===== config.mk =====
export PLATFORM = sky130hd
export DESIGN_NAME = start_stop_button
export DESIGN_NICKNAME = d
export VERILOG_FILES = /design/src/rtl/start_stop_button.sv
export SDC_FILE = /design/constraint.sdc
export NUM_CORES = 1
export LEC_CHECK = 0
export ABC_AREA = 1
export BUFFER_PORTS_ARGS = -buffer_cell sky130_fd_sc_hd__buf_2
export CAP_MARGIN = 20
export CELL_PAD_IN_SITES_DETAIL_PLACEMENT = 0
export CELL_PAD_IN_SITES_GLOBAL_PLACEMENT = 2
export CORE_ASPECT_RATIO = 1.4
export CORE_UTILIZATION = 35
export CTS_CLUSTER_DIAMETER = 100
export DETAILED_ROUTE_END_ITERATION = 8
export GPL_TIMING_DRIVEN = 0
export PLACE_DENSITY = 0.89
export SYNTH_ARGS = -nofsm -noshare
export SYNTH_HDL_FRONTEND = slang
export SYNTH_SLANG_ARGS = --single-unit
export TNS_END_PERCENT = 10

===== constraint.sdc =====
create_clock -name clk -period 2.5 [get_ports clk]
set_input_delay 0.375 -clock clk [delete_from_list [all_inputs] [get_ports clk]]
set_output_delay 0.375 -clock clk [all_outputs]
set_load 0.02 [all_outputs]

===== src/rtl/start_stop_button.sv =====
// rtl/start_stop_button.sv - debounced push-button front end producing toggle and long-press pulses
module start_stop_button #(
    parameter int DEBOUNCE_CYCLES = 500000,
    parameter int LONG_CYCLES     = 100000000
) (
    input  logic clk,
    input  logic rst,
    input  logic btn_in,
    output logic toggle,
    output logic long_press,
    output logic btn_level
);

    localparam int MAX_CYCLES = (DEBOUNCE_CYCLES > LONG_CYCLES) ? DEBOUNCE_CYCLES : LONG_CYCLES;
    localparam int CW         = (MAX_CYCLES > 2) ? $clog2(MAX_CYCLES) : 1;

    localparam logic [CW-1:0] DEB_LAST  = CW'(DEBOUNCE_CYCLES - 1);
    localparam logic [CW-1:0] HOLD_LAST = CW'(LONG_CYCLES - 1);
    localparam logic [CW-1:0] CNT_ONE   = CW'(1);

    typedef enum logic [1:0] {
        IDLE         = 2'd0,
        PRESS_WAIT   = 2'd1,
        PRESSED      = 2'd2,
        RELEASE_WAIT = 2'd3
    } state_t;

    state_t        state;
    state_t        state_next;
    logic          s1;
    logic          s;
    logic [CW-1:0] deb_cnt;
    logic [CW-1:0] deb_next;
    logic [CW-1:0] hold_cnt;
    logic [CW-1:0] hold_next;
    logic          long_done;
    logic          long_done_next;
    logic          toggle_next;
    logic          long_next;

    // two-flop synchroniser; nothing downstream looks at btn_in directly
    always_ff @(posedge clk or negedge rst) begin
        if (!rst) begin
            s1 <= 1'b0;
            s  <= 1'b0;
        end else begin
            s1 <= btn_in;
            s  <= s1;
        end
    end

    always_ff @(posedge clk or negedge rst) begin
        if (!rst) begin
            state      <= IDLE;
            deb_cnt    <= '0;
            hold_cnt   <= '0;
            long_done  <= 1'b0;
            toggle     <= 1'b0;
            long_press <= 1'b0;
        end else begin
            state      <= state_next;
            deb_cnt    <= deb_next;
            hold_cnt   <= hold_next;
            long_done  <= long_done_next;
            toggle     <= toggle_next;
            long_press <= long_next;
        end
    end

    always_comb begin
        state_next = state;
        case (state)
            IDLE: begin
                if (s) begin
                    state_next = PRESS_WAIT;
                end
            end
            PRESS_WAIT: begin
                if (!s) begin
                    state_next = IDLE;
                end else if (deb_cnt == DEB_LAST) begin
                    state_next = PRESSED;
                end
            end
            PRESSED: begin
                if (!s) begin
                    state_next = RELEASE_WAIT;
                end
            end
            RELEASE_WAIT: begin
                if (s) begin
                    state_next = PRESSED;
                end else if (deb_cnt == DEB_LAST) begin
                    state_next = IDLE;
                end
            end
            default: state_next = IDLE;
        endcase
    end

    always_comb begin
        deb_next       = deb_cnt;
        hold_next      = hold_cnt;
        long_done_next = long_done;
        toggle_next    = 1'b0;
        long_next      = 1'b0;
        case (state)
            IDLE: begin
                deb_next = s ? CNT_ONE : '0;
            end
            PRESS_WAIT: begin
                if (!s) begin
                    deb_next = '0;
                end else if (deb_cnt == DEB_LAST) begin
                    deb_next       = '0;
                    toggle_next    = 1'b1;
                    hold_next      = '0;
                    long_done_next = 1'b0;
                end else begin
                    deb_next = deb_cnt + CNT_ONE;
                end
            end
            PRESSED: begin
                if (!s) begin
                    deb_next = CNT_ONE;
                end else begin
                    // hold_cnt parks at its last value so a very long hold never wraps into a second pulse
                    if (hold_cnt != HOLD_LAST) begin
                        hold_next = hold_cnt + CNT_ONE;
                    end
                    if (hold_cnt == HOLD_LAST && !long_done) begin
                        long_next      = 1'b1;
                        long_done_next = 1'b1;
                    end
                end
            end
            RELEASE_WAIT: begin
                if (s) begin
                    // a release bounce returns to PRESSED silently; the hold measurement starts over
                    deb_next  = '0;
                    hold_next = '0;
                end else if (deb_cnt == DEB_LAST) begin
                    deb_next = '0;
                end else begin
                    deb_next = deb_cnt + CNT_ONE;
                end
            end
            default: begin
                deb_next  = '0;
                hold_next = '0;
            end
        endcase
    end

    assign btn_level = (state == PRESSED) || (state == RELEASE_WAIT);

endmodule


==> results.py, run 1 <==
metrics = {
    "outcome": {
        "status": "complete, no violations",
    },
    "clock_tree": {
        "cts.path.max_buffers": 2,
        "htreeDepth": 3,
        "cts.sinks": 61,
        "cts_hold_buffers": 0,
        "cts-root-buf": "clkbuf_16",
        "postCtsSetupBuffers": 0,
        "cts_tree": "done",
        "clk_latency_ps": 330,
        "post_cts_resized": 0,
        "clk_pin_slew_ps": 50,
        "numCtsBuffers": 9,
    },
    "sta": {
        "final.setup.tns_ps": 0,
        "rsz0062_at_grt": "no",
        "fin_crit_sh_pct": 85.2,
        "fmax_mhz": 470,
        "finalMaxSlewViolations": 0,
        "slew_headroom_pct": 43.9,
        "fin_skew_ps": 5.63,
        "period_minus_slack_ps": 2130,
        "setup_viol": 0,
        "worstMarginPinSlew_ps": 841,
        "hold_viol": 0,
    },
    "routing": {
        "drt_iter0_markers": 134,
        "dr.pass1.iters": 4,
        "vias": 4082,
        "routed_via_density": 4.87,
        "wl_per_cell_um": 14.3,
        "postRouteAntennaNets": 0,
        "drc": 0,
        "wirelength_um": 12000,
    },
    "floorplan": {
        "coreArea_um2": 11800,
        "initial_utilization_pct": 35.9,
        "die_area_um2": 12500,
        "row_count": 47,
        "dieHeight_um": 132,
        "io_pins": 6,
        "dieWidth_um": 94.8,
    },
    "global_route": {
        "grt_overflow_total": 0,
        "antenna_found_initial": 0,
        "grt_max_degree": 62,
        "first_global_vias": 4024,
        "grt_use_total_pct": 20.7,
        "grt_pass1_wl_um": 19700,
    },
    "power": {
        "power_density_nw_per_um2": 487,
        "pwr-share-seq_pct": 43.4,
        "power_mw": 2.30,
        "internal-power_mw": 1.80,
        "p_leak_nw": 2.12,
        "peakVddDrop_v": 0.000283,
        "power_frac_comb_pct": 3.7,
        "p_sw_mw": 0.499,
        "clockPowerShare_pct": 53.0,
        "swShare_pct": 21.7,
    },
    "synthesis": {
        "netlist_area_um2": 4220,
        "yosys.area_share.simple_pct": 48.7,
        "synth_adder_area_share_pct": 0.593,
        "seq_area_frac_synth_pct": 36.2,
        "synth_compound_area_share_pct": 3.26,
        "avgSynthCellArea_um2": 6.28,
        "synthMuxAreaShare_pct": 0,
        "synthesis.nets": 677,
        "synth_top_family_by_area": "simple AND/OR/NAND/NOR gates",
        "ys_seq_elements": 61,
        "synth_cells": 672,
        "yosys_warnings": 0,
        "netlist-cell-type-count": 32,
        "yosys.area_share.xor_xnor_pct": 3.53,
    },
    "final_layout": {
        "multi_input_area_um2": 2370,
        "syn2layout_area_growth_pct": 11.7,
        "final_layout_size_suffix_gt1_share_pct": 6.22,
        "final_cell_mix": "260 x nand2_1, 125 x nor2_1, 68 x nand3_1",
        "fin_nets": 693,
        "diodes": 0,
        "fillers": 1311,
        "regArea_um2": 1530,
        "final_common_cell": "nand2_1",
    },
    "worst_setup_path": {
        "critPathArrivalTime_ps": 2350,
        "crit_fanout": 10,
        "endpoint_kind": "flop",
        "worst_setup_path_start_kind": "flop",
        "crit_type": "reg -> reg",
        "cp_cell_sequence": "ha_1 -> inv_1 -> nor2_4 -> nand2_4 -> nor2_4 -> nand3_2 -> nand2_4 -> inv_4 -> buf_2 -> nand3_1 -> nand2_1",
        "required_ps": 2720,
        "slowest_delay_ps": 480,
        "slowest_stage": "dfrtp_1",
        "crit_buf_inv": 3,
        "crit_family": "simple AND/OR/NAND/NOR gates",
        "reg2reg_depth": 11,
        "crit_cells": 11,
    },
    "placed_design": {
        "dpl.hpwl_um": 9090,
        "portBuffers": 5,
        "gp_congestion": 0.856,
    },
    "job": {
        "maxCapViolCount": 0,
    },
    "worst_hold_path": {
        "min-delay-path-class": "in -> async",
    },
}
==> stage by stage <==
stage,setup slack (ps),cells,utilization (%),area (um^2),hold WS [ps]
CTS,329,838,40.1,4710,137
global route,174,838,40.1,4710,141
detailed placement,347,824,37.7,4430,337
finish,371,838,40.1,4710,135
floorplan,733,672,-,4220,79.4
global placement,359,824,37.7,4430,333
==> power by group through the flow <==
| stage | clock network [mW] | registers [mW] | logic [mW] |
|---|---|---|---|
| floorplan | 0 | 1.01 | 0.0460 |
| global placement | 0 | 1.01 | 0.0865 |
| detailed placement | 0 | 1.01 | 0.0882 |
| CTS | 1.24 | 0.995 | 0.0882 |
| global route | 1.28 | 0.995 | 0.0953 |
| finish | 1.22 | 0.996 | 0.0848 |
==> kinds of logic after synthesis <==
| logic type | after synthesis |
|---|---|
| xor+xnor | 17 |
| buf+inv | 78 |
| compound gates | 24 |
| fa+ha+maj | 2 |
| flops | 61 |
| simple gates | 490 |
==> state kept, by name, indices dropped and copies added, names as in the netlist, named ones only <==
name and cells:
deb_cnt 27, hold_cnt 27, long_done 1, long_press 1, s 1, s1 1
state 1, toggle 1
==> worst register-to-register path: cells and delay by family (launching register included) <==
family | cells | cell delay [ps]
buf+inv | 3 | 380
simple gates | 7 | 830
fa+ha+maj | 1 | 340
flops | 1 | 480
==> cell type report <==
type / instances / area share, %
sequential: 61 / 32.4
inverter: 61 / 4.91
tap: 147 / 3.90
clock inverter: 2 / 0.743
multi-input combinational: 533 / 50.2
clock buffer: 12 / 5.23
timing repair buffer: 5 / 0.584
buffer: 17 / 2.07
==> layer usage <==
layer	GRT usage, %	wire length, um	vias to the layer above
met2	38.3	6570	54
met3	3.17	273	27
met5	0	0	-
li1	-	-	2137
met1	21.7	4680	1864
met4	11.3	468	0
==> final timing paths <==
check                            start            to  slack (ps)
setup / recovery           hold_cnt[0]   hold_cnt[7]         370
hold / removal                     rst  hold_cnt[23]         140
setup reg to reg           hold_cnt[0]   hold_cnt[7]         370
hold reg to reg                     s1             s         350
max in group asynchronous          rst  hold_cnt[18]        1790
min in group clk                btn_in            s1         150
==> Yosys cell counts <==
library cell	instances	area share, %
nor2_1	125	11
or2_2	3	0.44
and2_1	1	0.15
o21ai_0	16	1.9
ha_1	2	0.59
nand2_1	260	23
clkbuf_1	5	0.44
xor2_1	14	2.9
nand3_2	1	0.24
a21boi_0	1	0.18
dfrtp_1	61	36
xnor2_1	3	0.62
buf_8	1	0.36
inv_4	1	0.15
nand2_8	1	0.47
o21bai_1	5	0.89
inv_1	59	5.2
nand4_1	13	1.9
clkbuf_2	1	0.12
buf_6	1	0.27
nor2_2	3	0.44
clkinv_1	1	0.089
o211ai_1	1	0.18
nand2_4	3	0.80
nand3b_1	2	0.36
buf_2	8	0.95
a21oi_1	1	0.12
nand3_1	68	8.1
buf_4	1	0.18
nor2_4	2	0.53
nor3_1	7	0.83
nor3b_1	1	0.18
No activity file was read; power rests on OpenSTA's default activity.
==> run 2, diff against run 1 <==
Settings changed: CORE_ASPECT_RATIO 1.4 to unset.
==> run 2 against run 1 <==
Fmax decreased by 2.5%. Cell count fell by 0.24%. First-iteration DRC count increased by 58%. Die area barely moved. Critical endpoint is now hold_cnt[13]. Critical path type unchanged. Critical path depth unchanged. Global-route usage shrank 0.28 points. Sequential power about the same. Register-to-register slack got worse by 60 ps. Largest power group unchanged. Sequential share of layout area decreased by 0.15 points.
==> results.py, run 2 (synthesis gave the netlist of run 1 again) <==
metrics = {
    "outcome": {
        "status": "complete, no violations",
    },
    "global_route": {
        "grt_max_degree": 62,
        "grt_pass1_wl_um": 20100,
        "grt_overflow_total": 0,
        "grt_use_total_pct": 20.4,
        "first_global_vias": 4058,
        "antenna_found_initial": 0,
    },
    "power": {
        "p_leak_nw": 2.13,
        "peakVddDrop_v": 0.000291,
        "power_density_nw_per_um2": 505,
        "power_mw": 2.39,
    },
    "final_layout": {
        "final_layout_size_suffix_gt1_share_pct": 6.49,
        "final_cell_mix": "260 x nand2_1, 125 x nor2_1, 68 x nand3_1",
        "top_regs": "deb_cnt (27), hold_cnt (27)",
        "final_common_cell": "nand2_1",
        "instances_no_fill": 836,
        "final_core_util_pct": 40.9,
        "fin_nets": 693,
        "diodes": 0,
        "syn2layout_area_growth_pct": 12.2,
    },
    "routing": {
        "wl_per_cell_um": 13.8,
        "wirelength_um": 11500,
        "routed_via_density": 4.87,
        "vias": 4072,
        "drc": 0,
        "postRouteAntennaNets": 0,
        "dr.pass1.iters": 4,
        "drt_iter0_markers": 212,
    },
    "sta": {
        "period_minus_slack_ps": 2180,
        "slew_headroom_pct": 44.4,
        "finalMaxSlewViolations": 0,
        "setup_viol": 0,
        "setup_ws_ps": 315,
        "rsz0062_at_grt": "no",
        "fin_skew_ps": 8.15,
        "fin_crit_sh_pct": 87.4,
        "final.setup.tns_ps": 0,
        "fmax_mhz": 458,
        "hold_viol": 0,
        "worstMarginPinSlew_ps": 834,
    },
    "clock_tree": {
        "cts-root-buf": "clkbuf_16",
        "cts.path.max_buffers": 2,
        "htreeDepth": 3,
        "cts_hold_buffers": 0,
        "post_cts_resized": 0,
        "numCtsBuffers": 9,
        "cts_tree": "done",
        "clk_pin_slew_ps": 60,
        "cts.sinks": 61,
        "postCtsSetupBuffers": 0,
        "clk_latency_ps": 340,
    },
    "worst_setup_path": {
        "r2r_start": "hold_cnt[0]",
        "worst_setup_path_start_kind": "flop",
        "crit_fanout": 10,
        "reg2reg_to": "hold_cnt[13]",
        "crit_type": "reg -> reg",
        "required_ps": 2720,
        "endpoint_kind": "flop",
        "critPathArrivalTime_ps": 2410,
        "reg2reg_depth": 11,
        "r2r_slack_ps": 320,
    },
    "job": {
        "maxCapViolCount": 0,
    },
    "worst_hold_path": {
        "min-delay-path-class": "in -> async",
    },
    "placed_design": {
        "dp.cells": 820,
        "dp_slack_ps": 328,
        "gp_congestion": 0.893,
        "dpl.hpwl_um": 8660,
        "portBuffers": 5,
    },
    "floorplan": {
        "dieHeight_um": 112,
        "row_count": 39,
        "initial_utilization_pct": 36.5,
        "dieWidth_um": 112,
        "coreArea_um2": 11600,
        "io_pins": 6,
        "die_area_um2": 12500,
    },
}
==> run 2: final cells by class <==
class / instances / area (um^2)
clock inverter: 5 / 75.1
multi-input combinational: 533 / 2370
tap: 143 / 179
sequential: 61 / 1530
clock buffer: 11 / 233
fill: 1245 / 6830
inverter: 61 / 231
buffer: 17 / 97.6
timing repair buffer: 5 / 27.5
==> run 2: power by group <==
part	internal [mW]	switching (mW)	leakage, nW
Clock	0.867	0.448	0.153
Sequential	0.993	0.00233	0.843
Combinational	0.0188	0.0647	1.14
Total	1.88	0.515	2.13
==> run 2: layer usage <==
metal  vias to the layer above  global-route usage [%]  wire length (um)
met5                         -                       0                 0
met4                         0                    7.12               283
met3                        21                    3.81               347
met2                        55                    37.8              5920
met1                      1868                    23.4              4960
li1                       2128                       -                 -
==> run 2: worst max-delay path by stage <==
stage / endpoint / cells past startpoint / start
after floorplan: hold_cnt[13] / 11 / hold_cnt[0]
after global placement: hold_cnt[15] / 11 / hold_cnt[0]
after detailed placement: hold_cnt[12] / 11 / hold_cnt[0]
after CTS: hold_cnt[13] / 11 / hold_cnt[0]
after global routing: hold_cnt[24] / 12 / hold_cnt[0]
final: hold_cnt[13] / 11 / hold_cnt[0]
==> run 2: worst max-delay path: stages, from the launching register on <==
cell,delay [ps]
dfrtp_1,510
ha_1,360
inv_1,110
nor2_4,200
nand2_4,120
nor2_4,150
nand3_2,100
nand2_4,90
inv_4,70
buf_2,190
nand3_1,80
nand2_1,60
==> run 2: stage by stage <==
step,hold slack [ps],area (um^2)
6_report,117,4740
5_1_grt,139,4740
4_1_cts,135,4740
3_5_place_dp,343,4430
3_3_place_gp,333,4430
2_1_floorplan,79.4,4220
==> run 3, diff against run 2 <==
Settings changed: RECOVER_POWER set to 50.
==> run 3 against run 2 <==
The run now ends with max-capacitance violations, max-slew violations left. Design area about the same. Clock-buffer cell count unchanged. Global-route usage unchanged. Sequential share of layout area about the same. First-iteration DRC count unchanged.
==> results.py, run 3 (synthesis gave the netlist of run 1 again) <==
metrics = {
    "clock_tree": {
        "clk_pin_slew_ps": 60,
        "cts_tree": "done",
        "postCtsSetupBuffers": 0,
        "cts_hold_buffers": 0,
        "cts-root-buf": "clkbuf_16",
        "post_cts_resized": 0,
        "clk_latency_ps": 340,
        "numCtsBuffers": 9,
        "cts.path.max_buffers": 2,
        "htreeDepth": 3,
        "cts.sinks": 61,
    },
    "routing": {
        "dr.pass1.iters": 4,
        "wl_per_cell_um": 13.8,
        "postRouteAntennaNets": 0,
        "vias": 4072,
        "drc": 0,
        "wirelength_um": 11500,
        "drt_iter0_markers": 212,
        "routed_via_density": 4.87,
    },
    "sta": {
        "period_minus_slack_ps": 2180,
        "rsz0062_at_grt": "no",
        "fmax_mhz": 458,
        "worstMarginPinSlew_ps": 1630,
        "hold_viol": 0,
        "final.setup.tns_ps": 0,
        "fin_skew_ps": 8.15,
        "finalMaxSlewViolations": 62,
        "fin_crit_sh_pct": 87.4,
        "setup_viol": 0,
        "slew_headroom_pct": -8.36,
    },
    "floorplan": {
        "dieWidth_um": 112,
        "die_area_um2": 12500,
        "dieHeight_um": 112,
        "coreArea_um2": 11600,
        "io_pins": 6,
        "initial_utilization_pct": 36.5,
        "row_count": 39,
    },
    "worst_setup_path": {
        "slowest_stage": "dfrtp_1",
        "crit_fanout": 10,
        "required_ps": 2720,
        "slowest_delay_ps": 510,
        "crit_type": "reg -> reg",
        "endpoint_kind": "flop",
        "worst_setup_path_start_kind": "flop",
        "cp_cell_sequence": "ha_1 -> inv_1 -> nor2_4 -> nand2_4 -> nor2_4 -> nand3_2 -> nand2_4 -> inv_4 -> buf_2 -> nand3_1 -> nand2_1",
        "critPathArrivalTime_ps": 2410,
    },
    "global_route": {
        "grt_overflow_total": 0,
        "grt_use_total_pct": 20.4,
        "grt_max_degree": 62,
        "grt_pass1_wl_um": 20100,
        "first_global_vias": 4058,
        "antenna_found_initial": 0,
    },
    "outcome": {
        "status": "finished with violations",
        "violations": "max-capacitance violations, max-slew violations",
    },
    "placed_design": {
        "portBuffers": 5,
        "gp_congestion": 0.893,
        "dpl.hpwl_um": 8660,
    },
    "final_layout": {
        "final_common_cell": "nand2_1",
        "diodes": 0,
        "syn2layout_area_growth_pct": 12.1,
        "final_layout_size_suffix_gt1_share_pct": 6.49,
        "fin_nets": 693,
        "final_cell_mix": "260 x nand2_1, 125 x nor2_1, 68 x nand3_1",
        "top_regs": "deb_cnt (27), hold_cnt (27)",
    },
    "power": {
        "p_leak_nw": 2.13,
        "power_density_nw_per_um2": 506,
        "power_mw": 2.39,
        "peakVddDrop_v": 0.000291,
    },
    "job": {
        "maxCapViolCount": 1,
    },
    "worst_hold_path": {
        "min-delay-path-class": "in -> reg",
    },
}
==> run 3: changes by cell type in the layout (fill, tap and decap cells not counted) <==
cell      change
buf_4         -1
clkbuf_2      +1
==> run 3: where the power goes <==
part / internal [mW] / switching [mW]
Sequential: 0.993 / 0.00233
Combinational: 0.0183 / 0.0647
Clock: 0.867 / 0.448
==> run 3: worst max-delay path, delay by kind of cell (launching register included) <==
family	cells	cell delay, ps
AND/OR/NAND/NOR	7	800
flip-flops	1	510
buffers and inverters	3	370
adder cells (fa/ha/maj)	1	360
==> run 3: routing by layer <==
layer  global-route usage (%)  share of wire, %  vias to the layer above
met4                     7.12               2.5                        0
met3                     3.81               3.0                       21
met1                     23.4                43                     1868
li1                         -                 -                     2128
met2                     37.8                51                       55
met5                        0                 0                        -
==> run 3: path summary, 6_finish.rpt <==
| kind | start | endpoint | slack, ps | depth (start not counted) |
|---|---|---|---|---|
| hold / removal | btn_in | s1 | 150 | 1 |
| setup / recovery | hold_cnt[0] | hold_cnt[13] | 320 | 11 |
| min in group asynchronous | rst | hold_cnt[3] | 430 | 1 |
| hold reg to reg | s1 | s | 350 | 0 |
| setup reg to reg | hold_cnt[0] | hold_cnt[13] | 320 | 11 |
| max in group asynchronous | rst | deb_cnt[26] | 1070 | 1 |
==> run 3: layout make-up <==
| cell class | instances | area (um^2) |
|---|---|---|
| plain buffers | 17 | 97.6 |
| clock buffers | 11 | 233 |
| clock inverters | 5 | 75.1 |
| fillers | 1245 | 6830 |
| inverters | 61 | 231 |
| multi-input cells | 533 | 2370 |
| flip-flops and latches | 61 | 1530 |
| well taps | 143 | 179 |
| repair buffers | 5 | 25.0 |
==> run 3: through the flow <==
step / worst slack, ps / util [%] / instances / hold slack [ps] / area, um^2
2_1_floorplan: 733 / - / 672 / 79.4 / 4220
3_3_place_gp: 313 / 38.3 / 820 / 333 / 4430
3_5_place_dp: 328 / 38.3 / 820 / 343 / 4430
4_1_cts: 306 / 40.9 / 836 / 135 / 4740
5_1_grt: 160 / 40.9 / 836 / 139 / 4730
6_report: 315 / 40.9 / 836 / 146 / 4730
